<file path="src/rtl/ppu_sparse_compressor_if.sv">
// Handshake bundle for ppu_sparse_compressor: dense beat input, (value, index) entry output
// and the per-channel entry-count report.
interface ppu_sparse_compressor_if #(
  parameter int unsigned DATA_W = 16,
  parameter int unsigned LANES  = 4,
  parameter int unsigned IDX_W  = 4,
  parameter int unsigned MAX_K  = 8,
  parameter int unsigned CNT_W  = 8
);
  localparam int unsigned K_W = (MAX_K > 1) ? $clog2(MAX_K) : 1;

  logic                    in_valid;
  logic                    in_ready;
  logic [LANES*DATA_W-1:0] in_data;
  logic [K_W-1:0]          in_k;
  logic                    in_last;
  logic                    out_valid;
  logic                    out_ready;
  logic [DATA_W-1:0]       out_value;
  logic [IDX_W-1:0]        out_index;
  logic [K_W-1:0]          out_k;
  logic                    cnt_valid;
  logic [K_W-1:0]          cnt_k;
  logic [CNT_W-1:0]        cnt_num;
  logic                    err_ovf;

  // Upstream/downstream environment side
  modport master (
    output in_valid, in_data, in_k, in_last, out_ready,
    input  in_ready, out_valid, out_value, out_index, out_k,
    input  cnt_valid, cnt_k, cnt_num, err_ovf
  );

  // Compressor side
  modport slave (
    input  in_valid, in_data, in_k, in_last, out_ready,
    output in_ready, out_valid, out_value, out_index, out_k,
    output cnt_valid, cnt_k, cnt_num, err_ovf
  );
endinterface

</file>
<file path="src/rtl/ppu_sparse_compressor.sv">
// Serialises dense pooled beats into zero-run-length (value, index) entries and reports a
// per-channel entry count. Define PPU_RELU_EN to clamp negative elements to zero before compression.
module ppu_sparse_compressor #(
  parameter int unsigned DATA_W = 16,
  parameter int unsigned LANES  = 4,
  parameter int unsigned IDX_W  = 4,
  parameter int unsigned MAX_K  = 8,
  parameter int unsigned CNT_W  = 8
) (
  input  logic                   clk,
  input  logic                   rst,
  ppu_sparse_compressor_if.slave bus
);
  localparam int unsigned K_W   = (MAX_K > 1) ? $clog2(MAX_K) : 1;
  localparam int unsigned PTR_W = (LANES > 1) ? $clog2(LANES) : 1;
  localparam logic [IDX_W-1:0] MAX_RUN  = '1;
  localparam logic [CNT_W-1:0] MAX_CNT  = '1;
  localparam logic [PTR_W-1:0] LAST_PTR = PTR_W'(LANES - 1);

  typedef enum logic [1:0] {
    IDLE = 2'd0,
    SCAN = 2'd1,
    DONE = 2'd2
  } state_t;

  state_t                  state;
  logic [LANES*DATA_W-1:0] data_q;
  logic                    last_q;
  logic                    first_q;
  logic [K_W-1:0]          k_q;
  logic [PTR_W-1:0]        ptr;
  logic [IDX_W-1:0]        run;
  logic [CNT_W-1:0]        count;

  logic                    in_ready_q;
  logic                    out_valid_q;
  logic [DATA_W-1:0]       out_value_q;
  logic [IDX_W-1:0]        out_index_q;
  logic [K_W-1:0]          out_k_q;
  logic                    cnt_valid_q;
  logic [K_W-1:0]          cnt_k_q;
  logic [CNT_W-1:0]        cnt_num_q;
  logic                    err_ovf_q;

  // Lane selection with optional ReLU; out-of-range lanes read as zero
  function automatic logic [DATA_W-1:0] lane_elem(input logic [LANES*DATA_W-1:0] d,
                                                  input logic [PTR_W-1:0]        idx);
    logic [DATA_W-1:0] e;
    e = '0;
    for (int i = 0; i < int'(LANES); i++) begin
      if (idx == PTR_W'(i)) e = d[i*DATA_W +: DATA_W];
    end
`ifdef PPU_RELU_EN
    if (e[DATA_W-1]) e = '0;
`endif
    return e;
  endfunction

  logic              advance;
  logic              last_lane;
  logic              ovf_hit;
  logic [IDX_W-1:0]  run_adv;
  logic [CNT_W-1:0]  count_adv;
  logic [PTR_W-1:0]  ptr_nxt;
  logic [DATA_W-1:0] elem_nxt;
  logic [DATA_W-1:0] elem_first;

  // The presented entry (or a silent zero skip) retires when downstream is not stalling it
  assign advance    = (state == SCAN) && (!out_valid_q || bus.out_ready);
  assign last_lane  = (ptr == LAST_PTR);
  assign run_adv    = out_valid_q ? '0 : run + IDX_W'(1);
  assign ovf_hit    = out_valid_q && (count == MAX_CNT);
  assign count_adv  = (out_valid_q && (count != MAX_CNT)) ? count + CNT_W'(1) : count;
  assign ptr_nxt    = ptr + PTR_W'(1);
  assign elem_nxt   = lane_elem(data_q, ptr_nxt);
  assign elem_first = lane_elem(bus.in_data, PTR_W'(0));

  // Output registers carry the decision for the lane evaluated in the following cycle
  always_ff @(posedge clk or negedge rst) begin
    if (!rst) begin
      state       <= IDLE;
      data_q      <= '0;
      last_q      <= 1'b0;
      first_q     <= 1'b1;
      k_q         <= '0;
      ptr         <= '0;
      run         <= '0;
      count       <= '0;
      in_ready_q  <= 1'b1;
      out_valid_q <= 1'b0;
      out_value_q <= '0;
      out_index_q <= '0;
      out_k_q     <= '0;
      cnt_valid_q <= 1'b0;
      cnt_k_q     <= '0;
      cnt_num_q   <= '0;
      err_ovf_q   <= 1'b0;
    end else begin
      cnt_valid_q <= 1'b0;
      case (state)
        IDLE: begin
          if (bus.in_valid && in_ready_q) begin
            state       <= SCAN;
            in_ready_q  <= 1'b0;
            data_q      <= bus.in_data;
            last_q      <= bus.in_last;
            first_q     <= 1'b0;
            ptr         <= '0;
            out_valid_q <= (elem_first != '0) || (run == MAX_RUN);
            out_value_q <= elem_first;
            out_index_q <= run;
            if (first_q) begin
              k_q     <= bus.in_k;
              out_k_q <= bus.in_k;
            end else begin
              out_k_q <= k_q;
            end
          end
        end
        SCAN: begin
          if (advance) begin
            run   <= run_adv;
            count <= count_adv;
            ptr   <= ptr_nxt;
            if (ovf_hit) err_ovf_q <= 1'b1;
            if (last_lane) begin
              out_valid_q <= 1'b0;
              if (last_q) begin
                state       <= DONE;
                cnt_valid_q <= 1'b1;
                cnt_k_q     <= k_q;
                cnt_num_q   <= count_adv;
              end else begin
                state      <= IDLE;
                in_ready_q <= 1'b1;
              end
            end else begin
              out_valid_q <= (elem_nxt != '0) || (run_adv == MAX_RUN);
              out_value_q <= elem_nxt;
              out_index_q <= run_adv;
            end
          end
        end
        DONE: begin
          // Trailing zeros are dropped with the run; next beat opens a new channel
          state      <= IDLE;
          in_ready_q <= 1'b1;
          run        <= '0;
          count      <= '0;
          first_q    <= 1'b1;
        end
        default: begin
          state      <= IDLE;
          in_ready_q <= 1'b1;
        end
      endcase
    end
  end

  assign bus.in_ready  = in_ready_q;
  assign bus.out_valid = out_valid_q;
  assign bus.out_value = out_value_q;
  assign bus.out_index = out_index_q;
  assign bus.out_k     = out_k_q;
  assign bus.cnt_valid = cnt_valid_q;
  assign bus.cnt_k     = cnt_k_q;
  assign bus.cnt_num   = cnt_num_q;
  assign bus.err_ovf   = err_ovf_q;

endmodule

</file>
<file path="src/flat_wrapper.sv">
// flat-port wrapper written by rule: the top's interface ports become plain ports
module ppu_sparse_compressor_flat 
#(
  parameter int unsigned DATA_W = 16,
  parameter int unsigned LANES  = 4,
  parameter int unsigned IDX_W  = 4,
  parameter int unsigned MAX_K  = 8,
  parameter int unsigned CNT_W  = 8
)
  (clk, rst, bus_in_valid, bus_in_data, bus_in_k, bus_in_last, bus_out_ready, bus_in_ready, bus_out_valid, bus_out_value, bus_out_index, bus_out_k, bus_cnt_valid, bus_cnt_k, bus_cnt_num, bus_err_ovf);
  ppu_sparse_compressor_if #(.DATA_W(DATA_W), .LANES(LANES), .IDX_W(IDX_W), .MAX_K(MAX_K), .CNT_W(CNT_W)) bus_i ();
  input  logic clk;
  input  logic rst;
  input wire logic [$bits(bus_i.in_valid)-1:0] bus_in_valid;
  input wire logic [$bits(bus_i.in_data)-1:0] bus_in_data;
  input wire logic [$bits(bus_i.in_k)-1:0] bus_in_k;
  input wire logic [$bits(bus_i.in_last)-1:0] bus_in_last;
  input wire logic [$bits(bus_i.out_ready)-1:0] bus_out_ready;
  output wire logic [$bits(bus_i.in_ready)-1:0] bus_in_ready;
  output wire logic [$bits(bus_i.out_valid)-1:0] bus_out_valid;
  output wire logic [$bits(bus_i.out_value)-1:0] bus_out_value;
  output wire logic [$bits(bus_i.out_index)-1:0] bus_out_index;
  output wire logic [$bits(bus_i.out_k)-1:0] bus_out_k;
  output wire logic [$bits(bus_i.cnt_valid)-1:0] bus_cnt_valid;
  output wire logic [$bits(bus_i.cnt_k)-1:0] bus_cnt_k;
  output wire logic [$bits(bus_i.cnt_num)-1:0] bus_cnt_num;
  output wire logic [$bits(bus_i.err_ovf)-1:0] bus_err_ovf;
  assign bus_i.in_valid = bus_in_valid;
  assign bus_i.in_data = bus_in_data;
  assign bus_i.in_k = bus_in_k;
  assign bus_i.in_last = bus_in_last;
  assign bus_i.out_ready = bus_out_ready;
  assign bus_in_ready = bus_i.in_ready;
  assign bus_out_valid = bus_i.out_valid;
  assign bus_out_value = bus_i.out_value;
  assign bus_out_index = bus_i.out_index;
  assign bus_out_k = bus_i.out_k;
  assign bus_cnt_valid = bus_i.cnt_valid;
  assign bus_cnt_k = bus_i.cnt_k;
  assign bus_cnt_num = bus_i.cnt_num;
  assign bus_err_ovf = bus_i.err_ovf;
  ppu_sparse_compressor #(.DATA_W(DATA_W), .LANES(LANES), .IDX_W(IDX_W), .MAX_K(MAX_K), .CNT_W(CNT_W)) u_core (.clk(clk), .rst(rst), .bus(bus_i));
endmodule
</file>
<file path="config.mk">
export PLATFORM = sky130hd
export DESIGN_NAME = ppu_sparse_compressor_flat
export DESIGN_NICKNAME = d
export VERILOG_FILES = /design/src/rtl/ppu_sparse_compressor_if.sv /design/src/rtl/ppu_sparse_compressor.sv /design/src/flat_wrapper.sv
export SDC_FILE = /design/constraint.sdc
export NUM_CORES = 1
export LEC_CHECK = 0
export CORE_MARGIN = 3
export CORE_UTILIZATION = 55
export CTS_CLUSTER_SIZE = 14
export DETAILED_ROUTE_END_ITERATION = 8
export GPL_TIMING_DRIVEN = 1
export PLACE_DENSITY = 0.94
export REMOVE_ABC_BUFFERS = 1
export SETUP_SLACK_MARGIN = 0.05
export SYNTH_ARGS = -nofsm -noshare
export SYNTH_HDL_FRONTEND = slang
export SYNTH_SLANG_ARGS = --single-unit
</file>
<file path="constraint.sdc">
create_clock -name clk -period 5.23 [get_ports clk]
set_input_delay 1.3075 -clock clk [delete_from_list [all_inputs] [get_ports clk]]
set_output_delay 1.3075 -clock clk [all_outputs]
set_load 0.1 [all_outputs]
</file>
# [Word-level counts from Yosys, hierarchy flattened]
# Cells that the tools add are included.
[op_classes] n_addsub=3 eq_ne=15 mux=40 reduce_logical=25
[op_table] operator="16-bit two-way mux" n=7
[op_table] operator="16-bit case mux with 2 select lines" n=1
[op_table] operator="16-bit nonzero test" n=2
[op_table] operator="4-bit two-way mux" n=5
[op_table] operator="8-bit two-way mux" n=2
[op_table] operator="4-bit case mux with 2 select lines" n=2
[op_table] operator="8-bit case mux with 2 select lines" n=1
[op_table] operator="2-bit two-way mux" n=6
[op_table] operator="3-bit AND reduction" n=4
[op_table] operator="4-bit AND reduction" n=3
[op_table] operator="1-bit two-way mux" n=11
[op_table] operator="8-bit by 1-bit adder with 8-bit output, second input constant" n=1
[op_table] operator="2-bit equality test, second input constant" n=4
[op_table] operator="4-bit equality test, second input constant" n=2
[op_table] operator="8-bit equality test, second input constant" n=1
[op_table] operator="8-bit != test, second input constant" n=1
[op_table] operator="2-bit case mux with 2 select lines" n=2
[op_table] operator="2-bit by 1-bit != test with 1-bit output, second input constant" n=3
[op_table] operator="1-bit case mux with 2 select lines" n=3
[op_table] operator="2-bit AND reduction" n=3
[op_table] operator="2-bit nonzero test" n=3
[op_table] operator="4-bit by 1-bit adder with 4-bit output, second input constant" n=1
[op_table] operator="2-bit by 1-bit equality test with 1-bit output, second input constant" n=2
[op_table] operator="1-bit logical AND" n=4
[op_table] operator="5 further kinds" n=9
[word_totals] register_bits=120 input_bits=72 out_inout_bits=38 elab_cells=99

# [Logic depth before layout (Yosys ltp)]
# Gate-level depths: netlist of run 1.
[logic_depth] ltp_word=11 ltp_mapped=9 mapped_depth_nobuf=7

# [Worst setup path after synthesis of run 1]
# OpenSTA, ideal clock, no wires.
[synth_path] path_kind="input-to-reg" from="in bus_out_ready" to="reg u_core.cnt_k_q[0] (netlist: u_core.bus.cnt_k[0])" setup_ps=126 arrival_ps=2311 required_ps=5104 setup_slack_ps=2793 cell_stages=5 n_path_buf=1 path_cell_list="nand2b_2 -> and2_1 -> nand3_1 -> buf_2 -> mux2_2"
[synth_between] elab_chain_cells=3
[synth_rtl] item="start, declared" line_no="flat_wrapper.sv:18" source="input wire logic [$bits(bus_i.out_ready)-1:0] bus_out_ready;"
[synth_rtl] item="1-bit logical OR" line_no="ppu_sparse_compressor.sv:69" source="assign advance = (state == SCAN) && (!out_valid_q || bus.out_ready);"
[synth_rtl] item="1-bit logical AND" line_no="ppu_sparse_compressor.sv:69"
[synth_rtl] item="4-bit AND reduction (no source line)"
[synth_rtl] item="end signal, assigned" line_no="ppu_sparse_compressor.sv:131" source="cnt_k_q <= k_q;"
[synth_rtl] item="end, declared" line_no="ppu_sparse_compressor.sv:41" source="logic [K_W-1:0] cnt_k_q;"
# Every way passes these cells.
# A chain may end at the register's enable or synchronous reset.

# [Worst setup path in the final report of run 1]
[layout_path] from="reg u_core.out_valid_q (netlist: u_core.bus.out_valid)" to="out bus_out_valid"
[layout_lines] item="start, declared" line_no="ppu_sparse_compressor.sv:36" source="logic out_valid_q;"
[layout_lines] item="start signal, assigned" line_no="ppu_sparse_compressor.sv:109" source="out_valid_q <= (elem_first != '0) || (run == MAX_RUN);"
[layout_lines] item="start signal, assigned" line_no="ppu_sparse_compressor.sv:138" source="out_valid_q <= (elem_nxt != '0) || (run_adv == MAX_RUN);"
[layout_lines] item="end, declared" line_no="flat_wrapper.sv:20" source="output wire logic [$bits(bus_i.out_valid)-1:0] bus_out_valid;"
# No word-level cell between the ends.

==> results.toml, run 1 <==
[grt]
grt_max_degree = 65
grt_pass1_vias = 5255
grt_pass1_wl_mm = 25.17
grt_usage = 0.2788
grt_overflow_total = 0
antenna_found_initial = 0

[placed_design]
placed_cells = 856
place_area_um2 = 6848
place_congestion = 0.8493
port_buffers = 109
post-dp-hpwl_mm = 10.03

[critical_path]
r2r_end = "u_core.bus.out_valid$_DFFE_PN0P_"
critPathMaxStageDelay_ns = 1.21
worstSetupEndpoint = "bus_out_valid"
crit_chain = "clkdlybuf4s50_1"
cp_top_family = "buffers and inverters"
worstSetupPathType = "flop to primary output"
reg2reg_from = "u_core.ptr[0]$_DFFE_PN0P_"
rr_worst_depth = 6
worst-path-max-fanout = 10
reg2reg_slack_ns = 2.55
worst-path-buf-inv = 1
critPathLaunchType = "flop"
worstPathRequired_ns = 3.92
cp_data_arrival_time_ns = 2.30
cp-end-kind = "primary output"
cp_num_cells = 1
crit_slowest_cell = "clkdlybuf4s50_1"
setup.worst_path.start = "u_core.bus.out_valid$_DFFE_PN0P_"

[detailed_routing]
wl_per_cell_um = 17.50
dr.pass1.iters = 7
drc = 0
routed_via_density = 5.909
wirelength_mm = 15.54
vias = 5247
drt_iter0_drc = 472
antenna_left = 0

[yosys]
yosys_register_bits = 120
synth-edff-count = 0
synth_area_leaders = "dfrtp_1 51%, nand2_1 17%, o21ai_0 2.1%"
synth_area_um2 = 5758
synth.most_common_cell = "nand2_1"
yosys.area.top_type = "dfrtp_1"
ys_seq_area_frac = 0.5219
syn_inst = 648
ys_warn_count = 0
synth_common_cells = "255 x nand2_1, 118 x dfrtp_1, 26 x nor2_1"
synth_ff_type = "dfrtp_1"
syn_avg_cell_area_um2 = 8.886
async_flop_share = 1.000
synth_top_area_share = 0.5128
synth.distinct_cells = 57

[sta]
fin_tns_setup_ns = 0
setup_viol = 0
fin_crit_sh = 0.6895
drv_slew = 0
slew_headroom = 0.2056
tightest_slew_ns = 1.192
hold_viol = 0
fin_crit_ns = 3.606
rsz0062_at_grt = "no"
clock_skew_ns = 0.006551
holdWs_ns = 0.4750
max_freq_mhz = 277.3

[cts]
cts-root-buf = "clkbuf_8"
htree_levels = 4
clk_path_buf_depth = 2
cts_hold_buffers = 0
cts_setup_buffers = 0
clk_pin_slew_ns = 0.06
clk_latency_ns = 0.52
cts_made_buffers = 17
cts.sinks = 120
cts_tree = "done"
ctsResizeCount = 0

[die]
rows = 36
dieArea_um2 = 11730
die_h_um = 108.3
ios = 110
die_x_um = 108.3
start_util = 0.5784
core_um2 = 9955

[layout]
drive_above_1_share = 0.08344
fill_cells = 659
design_area_um2 = 7466
multiInputGateArea_um2 = 2505
seq_area_um2 = 3005
diodes = 0
syn_to_final_growth_pct = 29.66
fin_cells = 888
final_nets = 821

[power_and_ir_drop]
p_leak_nw = 3.529
peakVddDrop_v = 0.0005203
power_density_nw_per_um2 = 635.1
power_mw = 4.742

[job]
maxCapViolCount = 0

[worst_hold_path]
min_path_type = "flop to flop"

[status]
status = "finished clean"
worst min path at each step:
stage | start | end | slack [ns] | cells after the start
2_1_floorplan | u_core.data_q[0]$_DFFE_PN0P_ | u_core.data_q[0]$_DFFE_PN0P_ | 0.45 | 2
3_3_place_gp | u_core.data_q[15]$_DFFE_PN0P_ | u_core.data_q[15]$_DFFE_PN0P_ | 0.46 | 2
3_5_place_dp | u_core.data_q[5]$_DFFE_PN0P_ | u_core.data_q[5]$_DFFE_PN0P_ | 0.46 | 2
4_1_cts | u_core.data_q[36]$_DFFE_PN0P_ | u_core.data_q[36]$_DFFE_PN0P_ | 0.48 | 2
5_1_grt | u_core.data_q[11]$_DFFE_PN0P_ | u_core.data_q[11]$_DFFE_PN0P_ | 0.49 | 2
6_report | u_core.data_q[22]$_DFFE_PN0P_ | u_core.data_q[22]$_DFFE_PN0P_ | 0.48 | 2
sequential cells by signal, indices dropped and copies added (netlist names), 2 cells and up:
| signal | cells |
|---|---|
| u_core.data_q | 64 |
| u_core.bus.out_value | 16 |
| u_core.bus.cnt_num | 8 |
| u_core.count | 8 |
| u_core.bus.out_index | 4 |
| u_core.run | 4 |
| u_core.bus.cnt_k | 3 |
| u_core.k_q | 3 |
| u_core.ptr | 2 |
| u_core.state | 2 |
layer usage:
layer / wire (um) / GRT usage
met4: 563 / 0.1235
met2: 7530 / 0.4591
met1: 5905 / 0.3494
met5: 0 / 0
met3: 1539 / 0.06985
tightest hold or removal path: stages (launching register included):
cell and delay (ns):
dfrtp_1 0.34, nand2_1 0.05, nand2_1 0.05
cell usage in the layout, fill, tap and decap left out, types with 10 or more instances in the layout:
cell type and instances:
a31oi_1 17, clkbuf_16 16, dfrtp_1 118, nand2_1 255, o21ai_0 24, clkdlybuf4s50_1 108
inv_1 10, or3_1 11, o211a_1 11, nor2_1 26, a21oi_1 14, o22ai_1 16
power breakdown:
group | total (mW) | switching (mW) | internal (mW)
sequential | 1.42 | 0.225 | 1.20
clock | 1.21 | 0.419 | 0.795
combinational | 2.10 | 1.48 | 0.620
cells by family after synthesis:
kind of cell,Yosys count,share of synthesized area
buffers and inverters,50,0.04541
muxes,11,0.02108
and+or+nand+nor,333,0.2447
DFF,120,0.5219
adders and majority gates,7,0.01521
AOI/OAI and AO/OA,119,0.1395
xor gates and xnor gates,8,0.01217
per-stage QoR:
| step | setup slack [ns] | utilization |
|---|---|---|
| final | 1.624 | 0.7500 |
| after global routing | 1.577 | 0.7500 |
| after CTS | 1.628 | 0.7500 |
| after detailed placement | 1.531 | 0.6879 |
| after global placement | 1.675 | 0.6879 |
| after floorplan | 1.869 | - |
final cells by class:
type,count,area share
Tap cell,133,0.02229
Clock inverter,13,0.02363
Timing Repair Buffer,115,0.1518
Clock buffer,19,0.05916
Sequential cell,120,0.4025
Multi-Input combinational cell,478,0.3355
Inverter,10,0.005028
No activity file was read; power rests on OpenSTA's default activity.
==> inputs of run 2 (changes only) <==
- CORE_UTILIZATION: 55 -> 52
- PLACE_DENSITY: 0.94 -> 0.9
- clock period: 5.23 -> 3.55 ns (I/O delays scaled with it)
==> run 2 against run 1 <==
- combinational power grew 45%
- clock-buffer cell count decreased by 2
- highest routed layer unchanged
- critical path type unchanged
- largest cell class unchanged
- first-iteration DRC count shrank 5.7%
==> results.toml, run 2 (same netlist as run 1, synthesis figures left out) <==
[status]
status = "finished clean"

[cts]
htree_levels = 4
cts-root-buf = "clkbuf_8"
clk_latency_ns = 0.52
cts.sinks = 120
cts_tree = "done"
ctsResizeCount = 0
cts_hold_buffers = 0
cts_made_buffers = 17
cts_setup_buffers = 0
clk_path_buf_depth = 2
clk_pin_slew_ns = 0.06

[power_and_ir_drop]
p_int_mw = 3.722
power_frac_clock = 0.256
comb_power_share = 0.442
seqPwrFrac = 0.303
swShare = 0.4609
power_density_nw_per_um2 = 932.6
p_leak_nw = 3.585
peakVddDrop_v = 0.0006166
switchingPower_mw = 3.182

[critical_path]
worst-path-max-fanout = 1
crit_chain = "clkdlybuf4s50_1"
crit_slowest_cell = "clkdlybuf4s50_1"
cp_top_family = "buffers and inverters"
critPathMaxStageDelay_ns = 1.12
reg2reg_slack_ns = 0.82
worstPathRequired_ns = 2.66
cp-end-kind = "primary output"
worstSetupPathType = "flop to primary output"
critPathLaunchType = "flop"
cp_data_arrival_time_ns = 1.95
worst-path-buf-inv = 1

[layout]
largest_reg_flops = 64
utilization = 0.7013
drive_above_1_share = 0.1347
diodes = 0
final_nets = 823
layout_common_cells = "255 x nand2_1, 118 x dfrtp_1, 71 x clkdlybuf4s50_1"
syn_to_final_growth_pct = 28.55
layout.cells.most_common = "nand2_1"
largest-register = "u_core.data_q"

[die]
dieArea_um2 = 12370
rows = 37
die_x_um = 111.2
ios = 110
core_um2 = 10560
start_util = 0.5455
die_h_um = 111.2

[sta]
fin_tns_setup_ns = 0
max_freq_mhz = 352.1
hold_viol = 0
drv_slew = 0
tightest_slew_ns = 1.246
slew_headroom = 0.1695
clock_skew_ns = 0.01269
rsz0062_at_grt = "no"
fin_crit_ns = 2.840
setup_viol = 0
fin_crit_sh = 0.8000

[grt]
grt_pass1_wl_mm = 25.36
grt_usage = 0.2517
antenna_found_initial = 0
grt_pass1_vias = 5301
grt_max_degree = 64
grt_overflow_total = 0

[detailed_routing]
dr.pass1.iters = 5
wirelength_mm = 15.43
drt_iter0_drc = 445
vias = 5201
routed_via_density = 5.824
wl_per_cell_um = 17.28
antenna_left = 0
drc = 0

[placed_design]
post-dp-hpwl_mm = 10.07
place_congestion = 0.8782
port_buffers = 109

[job]
maxCapViolCount = 0

[worst_hold_path]
min_path_type = "primary input to asynchronous set/reset pin"
run 2: through the flow:
stage | area, um^2 | instances | total power [mW] | hold slack, ns | setup WS (ns)
global route | 7402 | 893 | 7.207 | 0.5000 | 0.6192
global placement | 6799 | 861 | 4.956 | 0.4562 | 0.7261
finish | 7402 | 893 | 6.903 | 0.4577 | 0.7100
CTS | 7402 | 893 | 6.874 | 0.4741 | 0.6906
detailed placement | 6799 | 861 | 5.063 | 0.4596 | 0.5823
floorplan | 5534 | 608 | 4.212 | 0.4455 | 0.5480
run 2: power groups by stage:
| stage | combinational [mW] | sequential (mW) | clock, mW |
|---|---|---|---|
| 6_report | 3.05 | 2.09 | 1.77 |
| 5_1_grt | 3.25 | 2.12 | 1.84 |
| 4_1_cts | 3.03 | 2.07 | 1.77 |
| 3_5_place_dp | 2.98 | 2.08 | 0 |
| 3_3_place_gp | 2.89 | 2.07 | 0 |
| 2_1_floorplan | 1.19 | 3.02 | 0 |
run 2: layout make-up:
cell class	count	area [um^2]
timing repair buffer	117	1081
tap	136	170.2
fill	758	3153
clock buffer	17	414.1
clock inverter	15	188.9
sequential	120	3005
multi-input combinational	478	2505
inverter	10	37.54
run 2: final timing paths:
| check | startpoint | end | depth (start not counted) |
|---|---|---|---|
| max in group asynchronous | rst | u_core.first_q$_DFFE_PN1P_ | 2 |
| min in group clk | u_core.data_q[57]$_DFFE_PN0P_ | u_core.data_q[57]$_DFFE_PN0P_ | 2 |
| min reg2reg | u_core.data_q[57]$_DFFE_PN0P_ | u_core.data_q[57]$_DFFE_PN0P_ | 2 |
| max reg2reg | u_core.ptr[0]$_DFFE_PN0P_ | u_core.bus.out_valid$_DFFE_PN0P_ | 6 |
| max | u_core.bus.cnt_valid$_DFF_PN0_ | bus_cnt_valid | 1 |
| min | rst | u_core.bus.cnt_valid$_DFF_PN0_ | 1 |
run 2: routing by layer:
metal	track usage	vias to the layer above	wire length, um	part of all wire
li1	-	2366	-	-
met4	0.1127	0	442	0.029
met3	0.05786	51	1228	0.080
met1	0.3181	2496	6201	0.40
met2	0.4133	288	7560	0.49
met5	0	-	0	0
==> inputs of run 3 (changes only) <==
- CORE_UTILIZATION: 52 -> 47
- PLACE_DENSITY: 0.9 -> 0.86
- clock period: 3.55 -> 2.6 ns (I/O delays scaled with it)
==> run 3 against run 2 <==
- core utilization decreased by 6.3 points
- non-clock buffer count up 6
- clock-buffer cell count is 7 higher
- die area grew 10%
- critical path type is now flop to flop
- largest cell class unchanged
==> results.toml, run 3 (same netlist as run 1, synthesis figures left out) <==
[status]
status = "finished clean"

[layout]
multiInputGateArea_um2 = 2505
diodes = 0
final_nets = 829
drive_above_1_share = 0.1402
largest-register = "u_core.data_q"
seq_area_um2 = 3005
syn_to_final_growth_pct = 29.83
largest_reg_flops = 64
layout_common_cells = "255 x nand2_1, 118 x dfrtp_1, 70 x clkdlybuf4s50_1"
fill_cells = 932
layout.cells.most_common = "nand2_1"

[cts]
clk_pin_slew_ns = 0.05
cts-root-buf = "clkbuf_16"
cts_made_buffers = 17
cts_hold_buffers = 0
cts.sinks = 120
htree_levels = 4
cts_tree = "done"
clk_path_buf_depth = 2
clk_latency_ns = 0.41

[sta]
hold_viol = 0
fin_crit_ns = 2.371
clock_skew_ns = 0.01027
setup_viol = 0
rsz0062_at_grt = "no"
fin_crit_sh = 0.9119
max_freq_mhz = 421.8
drv_slew = 0
slew_headroom = 0.4376
fin_tns_setup_ns = 0
tightest_slew_ns = 0.8435

[grt]
antenna_found_initial = 0
grt_max_degree = 69
grt_pass1_vias = 5098
met2_usage = 0.3572
busiest_layer = "met2"
grtUsageMet3 = 0.07098
met1_usage = 0.2841
grt_pass1_wl_mm = 23.93
grt_usage = 0.2242
grt_overflow_total = 0

[critical_path]
cp-end-kind = "flop"
critPathLaunchType = "flop"
crit_slowest_cell = "dfrtp_1"
worst-path-buf-inv = 4
worstSetupPathType = "flop to flop"
cp_top_family = "buffers and inverters"
cp_data_arrival_time_ns = 2.64
worstPathRequired_ns = 2.87
worst-path-max-fanout = 10
critPathMaxStageDelay_ns = 0.44
crit_chain = "inv_1 -> ha_1 -> clkinvlp_4 -> buf_4 -> buf_4 -> o22ai_1 -> o22ai_1 -> nor4_2 -> a31oi_1"

[placed_design]
place_congestion = 0.8936
port_buffers = 109
post-dp-hpwl_mm = 10.07

[worst_hold_path]
min_path_type = "primary input to asynchronous set/reset pin"

[job]
maxCapViolCount = 0

[power_and_ir_drop]
power_density_nw_per_um2 = 1257
peakVddDrop_v = 0.0009547
power_mw = 9.399
p_leak_nw = 3.631

[die]
core_um2 = 11710
rows = 39
die_h_um = 116.7
die_x_um = 116.7
ios = 110
dieArea_um2 = 13620
start_util = 0.4917

[detailed_routing]
drt_iter0_drc = 450
wirelength_mm = 14.72
wl_per_cell_um = 16.24
drc = 0
dr.pass1.iters = 6
vias = 5030
routed_via_density = 5.552
antenna_left = 0
## run 3: cell count changes in the layout (fill, tap and decap cells not counted), sizes merged
cell / before / now
buf: 46 / 53
clkdlybuf4s50: 71 / 70
clkinv: 3 / 4
inv: 17 / 9
clkbuf: 17 / 24
## run 3: metal layers
layer  vias up  routed length [um]
li1       2378                   -
met1      2404                6121
met2       206                7131
met3        42                1149
met4         0                 314
met5         -                   0
## run 3: report_power, final
part           switching [mW]  internal [mW]
sequential              0.432           2.41
combinational            2.93           1.22
clock                   0.794           1.60
total                    4.16           5.24
## run 3: worst paths after layout
check,end,from,slack (ns),cells after the start
max in group asynchronous,u_core.first_q$_DFFE_PN1P_,rst,1.67,2
min,u_core.k_q[2]$_DFFE_PN0P_,rst,0.15,1
min in group clk,u_core.data_q[29]$_DFFE_PN0P_,u_core.data_q[29]$_DFFE_PN0P_,0.48,2
max,u_core.bus.out_valid$_DFFE_PN0P_,u_core.ptr[0]$_DFFE_PN0P_,0.23,9
min reg2reg,u_core.data_q[29]$_DFFE_PN0P_,u_core.data_q[29]$_DFFE_PN0P_,0.48,2
max reg2reg,u_core.bus.out_valid$_DFFE_PN0P_,u_core.ptr[0]$_DFFE_PN0P_,0.23,9
## run 3: what timing repair did
item | CTS | global route
gates resized for setup | 0 | 1
endpoints found under the hold margin | 0 | 0
setup buffers | 0 | 2
setup endpoints to repair | 0 | 1
## run 3: layout make-up
type                            count  share of cell area
Clock buffer                       24             0.06577
Clock inverter                      8             0.01573
Inverter                           10            0.005523
Multi-Input combinational cell    478              0.3351
Sequential cell                   120              0.4020
Tap cell                          143             0.02393
Timing Repair Buffer              123              0.1520
## run 3: through the flow
stage	util	area, um^2	hold WS (ns)	std cells	setup slack [ns]
floorplan	-	5534	0.3544	608	-0.4020
global placement	0.5847	6848	0.4570	872	0.2287
detailed placement	0.5847	6848	0.4633	872	0.1659
CTS	0.6368	7457	0.1601	904	0.3101
global route	0.6384	7476	0.1719	906	0.04105
finish	0.6384	7476	0.1533	906	0.2290
